<file path="src/rtl/silu_pkg.sv">
// Shared fixed-point format and constants for the SiLU backward pass.
package silu_pkg;

  localparam int IL = 4;
  localparam int FL = 16;
  localparam int W  = IL + FL;

  typedef logic signed [W-1:0] fxp_t;

  localparam fxp_t ONE  = fxp_t'(1) << FL;
  localparam fxp_t HALF = fxp_t'(1) << (FL - 1);
  localparam fxp_t FOUR = fxp_t'(4) << FL;
  localparam fxp_t MAXV = {1'b0, {(W-1){1'b1}}};
  localparam fxp_t MINV = {1'b1, {(W-1){1'b0}}};

endpackage

</file>
<file path="src/rtl/fxp_mul_sat.sv">
// Signed W x W fixed-point multiply, arithmetic >>> FL, clamp to W bits.
module fxp_mul_sat #(
  parameter int W  = 20,
  parameter int FL = 16
) (
  input  logic signed [W-1:0] a,
  input  logic signed [W-1:0] b,
  output logic signed [W-1:0] y
);

  localparam logic signed [2*W-1:0] HI =
    {{(W+1){1'b0}}, {(W-1){1'b1}}};
  localparam logic signed [2*W-1:0] LO =
    {{(W+1){1'b1}}, {(W-1){1'b0}}};

  logic signed [2*W-1:0] p;
  logic signed [2*W-1:0] s;

  always_comb begin
    p = a * b;
    s = p >>> FL;
    if (s > HI)
      y = {1'b0, {(W-1){1'b1}}};
    else if (s < LO)
      y = {1'b1, {(W-1){1'b0}}};
    else
      y = s[W-1:0];
  end

endmodule

</file>
<file path="src/rtl/silu_backward.sv">
// dx = g * silu'(x) with a piecewise-quadratic sigmoid, 3-stage
// valid/ready pipeline with a single global advance.
module silu_backward
  import silu_pkg::*;
#(
  parameter int IL = silu_pkg::IL,
  parameter int FL = silu_pkg::FL
) (
  input  logic                   clk,
  input  logic                   reset,
  input  logic                   in_valid,
  output logic                   in_ready,
  input  logic signed [IL+FL-1:0] x,
  input  logic signed [IL+FL-1:0] g,
  output logic                   out_valid,
  input  logic                   out_ready,
  output logic signed [IL+FL-1:0] dx
);

  localparam int WD = IL + FL;
  localparam logic signed [WD-1:0] K_ONE  = WD'(1) << FL;
  localparam logic signed [WD-1:0] K_FOUR = WD'(4) << FL;
  localparam logic signed [WD-1:0] K_MAX  = {1'b0, {(WD-1){1'b1}}};
  localparam logic signed [WD-1:0] K_MIN  = {1'b1, {(WD-1){1'b0}}};

  logic adv;

  logic                  s1_v, s1_neg;
  logic signed [WD-1:0]  s1_x, s1_g, s1_t;
  logic                  s2_v;
  logic signed [WD-1:0]  s2_x, s2_g, s2_sig, s2_sigp;

  logic signed [WD-1:0]   a, t_n, h, sig_n, sigp_n, deriv, prod;
  logic signed [2*WD-1:0] tt, xs;

  assign adv      = !out_valid || out_ready;
  assign in_ready = adv || reset;

  always_comb begin
    // |x| with the most-negative code folded onto +MAX
    if (x == K_MIN)
      a = K_MAX;
    else if (x[WD-1])
      a = -x;
    else
      a = x;
    t_n = (a < K_FOUR) ? K_ONE - (a >>> 2) : '0;
  end

  always_comb begin
    tt     = s1_t * s1_t;
    h      = WD'(tt >>> (FL + 1));
    sig_n  = s1_neg ? h : K_ONE - h;
    sigp_n = s1_t >>> 2;
  end

  always_comb begin
    xs    = s2_x * s2_sigp;
    deriv = s2_sig + WD'(xs >>> FL);
  end

  fxp_mul_sat #(.W(WD), .FL(FL)) u_mul (
    .a (s2_g),
    .b (deriv),
    .y (prod)
  );

  always_ff @(posedge clk) begin
    if (reset) begin
      s1_v      <= 1'b0;
      s2_v      <= 1'b0;
      out_valid <= 1'b0;
      dx        <= '0;
      s1_neg    <= 1'b0;
      s1_x      <= '0;
      s1_g      <= '0;
      s1_t      <= '0;
      s2_x      <= '0;
      s2_g      <= '0;
      s2_sig    <= '0;
      s2_sigp   <= '0;
    end else if (adv) begin
      s1_v      <= in_valid;
      s1_neg    <= x[WD-1];
      s1_x      <= x;
      s1_g      <= g;
      s1_t      <= t_n;
      s2_v      <= s1_v;
      s2_x      <= s1_x;
      s2_g      <= s1_g;
      s2_sig    <= sig_n;
      s2_sigp   <= sigp_n;
      out_valid <= s2_v;
      dx        <= prod;
    end
  end

endmodule

</file>
<file path="config.mk">
export PLATFORM = sky130hd
export DESIGN_NAME = silu_backward
export DESIGN_NICKNAME = d
export VERILOG_FILES = /design/src/rtl/silu_pkg.sv /design/src/rtl/fxp_mul_sat.sv /design/src/rtl/silu_backward.sv
export SDC_FILE = /design/constraint.sdc
export NUM_CORES = 2
export LEC_CHECK = 0
export BUFFER_PORTS_ARGS = -buffer_cell sky130_fd_sc_hd__buf_2
export CORE_ASPECT_RATIO = 0.9
export CORE_MARGIN = 2
export CORE_UTILIZATION = 71
export DETAILED_ROUTE_END_ITERATION = 16
export PLACE_DENSITY_LB_ADDON = 0.1
export SLEW_MARGIN = 20
export SYNTH_ARGS = -nofsm -noshare
export SYNTH_HDL_FRONTEND = slang
export SYNTH_SLANG_ARGS = --single-unit
</file>
<file path="constraint.sdc">
create_clock -name clk -period 22 [get_ports clk]
set_input_delay 2.2 -clock clk [delete_from_list [all_inputs] [get_ports clk]]
set_output_delay 2.2 -clock clk [all_outputs]
set_load 0.05 [all_outputs]
</file>
==> metrics.txt <==
max-cap viol count 0; final antenna diode count 0; crit share post-route 0.720; final setup violating endpoints 0; synthesized instance count 5242; top-area cell type share of the netlist area 0.478; initial standard-cell utilization of the core 0.716; Chip Width 275 um; power density relative to cell area 52.5 nW/um2; critical path required time 22.40 ns; number of hold violations in the final report 0; synthesized-area fraction occupied by xor and xnor cells 0.0274; maximum buffer depth of the clock tree 2; critical path startpoint category flip-flop; sum of buffers and inverters on the critical path 6; die area 68100 um2; kind of cell with the highest combined delay on the critical path adder cells; maximum achievable frequency 63.2 MHz; synth warn 0; post-route antenna net violation count 0; Final Core Density 0.739; min cycle time layout 15.83 ns; start-to-end type of the worst setup path flip-flop to flip-flop; Post-Synth Simple-Gate Area 0.157; Residual DRC 0; net count after synthesis 6721; first-pass GRT wire length 185000 um; largest net degree at the start of global routing 83; setup repair bufs after CTS 0; hold slack final 0.453 ns; number of instances resized during post-cts repair 0; library cell with the highest instance count after synthesis inv_1; count of clock tree sinks 159; Global Route Usage Sum 0.350; count of nets after finishing 6612; static leakage 24.6 nW; Fill cells 4966; async set or reset register ratio after synthesis 0; overall overflow remaining after global route 0; Clk Latency, worst-skew pair 0.50 ns; mux share of post-synthesis cell area 0.000641; largest area contributor in the synthesized netlist fa_1; antenna violations before repair 1; Synth Cell Area 46900 um2; largest family of logic cells by synthesized area adder cells; Iteration-0 DRC Markers 2247; clock tree from TritonCTS done; Post-synth top flop dfxtp_1; Final Wtd Congestion 0.961; core area 65500 um2; setup TNS after final layout 0 ns; sequential-to-total area share from yosys stat 0.0679; outcome finished clean; clock transition time at the flip-flop clock pins of the worst setup and hold paths 0.07 ns; root buf cell clkbuf_16; placed wire-length estimate after detailed placement 88500 um; Synth Register Bits 159; Rel. slew slack 0.230; number of buffers inserted during clock tree synthesis 17; Adder-Cell Fraction of Synth Area 0.563; number of distinct standard cells referenced by the synthesized netlist 85; IR Drop Worst-Case VDD 0.202 mV; average wire per cell in the routed design 18.2 um; Hold Path Class flip-flop to flip-flop; placed standard-cell area 47800 um2; Crit Path Max Fanout 21; H-tree lvl count 4; synthesized area per cell 8.94 um2; Post-synth top cells inv_1, fa_1, nand2_1; total via count after detailed routing 34000; CP max stage cell o311ai_4; skew final 0.0180 ns; number of port buffers 65; CP arrival 16.23 ns; CP peak stage delay 0.78 ns; leading post-synthesis cells by cell area fa_1, inv_1, ha_1, dfxtp_1, nand2_1; number of placed I/O pins 66; drt first pass iters 5; post-route cell area 48400 um2; number of flops mapped to enable cells by yosys 0; hold-fix buffer count after cts 0; area added between synthesis and finish 3.19%; standard-cell rows 89; Vias/cell 5.65; RSZ-0062 raised after global routing no; die height 248 um; number of slew-limit violations in the final report 0; aggregate routed wire length 109000 um; actual transition at the worst max-transition pin 1.15 ns; Critical Path End Type flip-flop; vias in the first global route 36900; proportion of layout cells with a drive suffix above 1 0.0356; Crit path top cell by count fa_1; Synth Area in Compound Gates 0.0634
-- state kept, by name (all words and copies together) (netlist names) --
name	flops
s2_sig	20
s1_neg	1
out_valid	1
s2_sigp	17
s2_g	20
s1_x	19
s2_v	1
s1_t	19
s1_g	20
s1_v	1
dx	20
s2_x	20
-- cells in the final DEF, fill, tap and decap left out, drive strengths merged, types with 18 or more instances in the layout --
cell type / netlist / routed
dfxtp: 159 / 159
and2: 428 / 428
buf: 3 / 115
a211oi: 43 / 43
fa: 1120 / 1120
nand3: 36 / 36
ha: 315 / 315
and3: 23 / 23
o21ai: 76 / 76
xor2: 52 / 52
xnor2: 92 / 92
inv: 1259 / 1267
a31oi: 18 / 18
nor2b: 61 / 61
nand2: 737 / 737
nor2: 148 / 148
a21oi: 179 / 179
a21o: 38 / 38
-- layer usage --
layer,track usage,wire [um],vias to the layer above
met3,0.0744,9080,248
met2,0.575,52200,1203
li1,-,-,15200
met5,0.0121,125,-
met1,0.462,43600,17300
met4,0.127,3990,4
-- per-stage QoR --
stage	power (mW)	std cells	setup slack [ns]
detailed placement	2.20	5978	6.30
CTS	2.52	6010	6.28
global placement	2.14	5978	6.32
global route	2.80	6010	5.29
floorplan	1.73	5242	8.30
finish	2.54	6010	6.17
-- power breakdown --
part | total, mW | leakage (nW) | internal (mW) | switching [mW]
registers | 0.385 | 1.31 | 0.329 | 0.0554
logic | 1.84 | 23.0 | 0.689 | 1.15
clock network | 0.313 | 0.287 | 0.161 | 0.152
-- tightest hold or removal path: cells and delay by family (launching register included) --
kind	cells	cell delay (ns)
AOI/OAI and AO/OA	1	0.05
DFF	1	0.31
and+or+nand+nor	1	0.05
-- final cells by class --
cell class / count / area [um2] / share of cell area
clock buffers: 17 / 425 / 0.00880
clock inverters: 15 / 169 / 0.00349
inverters: 1261 / 4730 / 0.0979
multi-input cells: 3579 / 38100 / 0.787
flip-flops and latches: 159 / 3180 / 0.0658
well taps: 864 / 1080 / 0.0224
repair buffers: 115 / 703 / 0.0145
-- kinds of logic (layout without fill, tap and decap cells) --
logic type      Yosys count  in the layout
simple gates           1532           1532
buf+inv                1504           1408
fa+ha+maj              1435           1435
compound gates          464            464
flops                   159            159
xor+xnor                145            145
mux                       3              3
-- worst paths after layout --
path | startpoint | cells after the start | endpoint | slack (ns)
worst max-delay path | s2_sigp[3] | 50 | dx[15] | 6.17
worst min-delay path | s1_g[2] | 2 | s1_g[2] | 0.45
worst max register to register | s2_sigp[3] | 50 | dx[15] | 6.17
worst min register to register | s1_g[2] | 2 | s1_g[2] | 0.45
(Power assumes the default switching activity.)
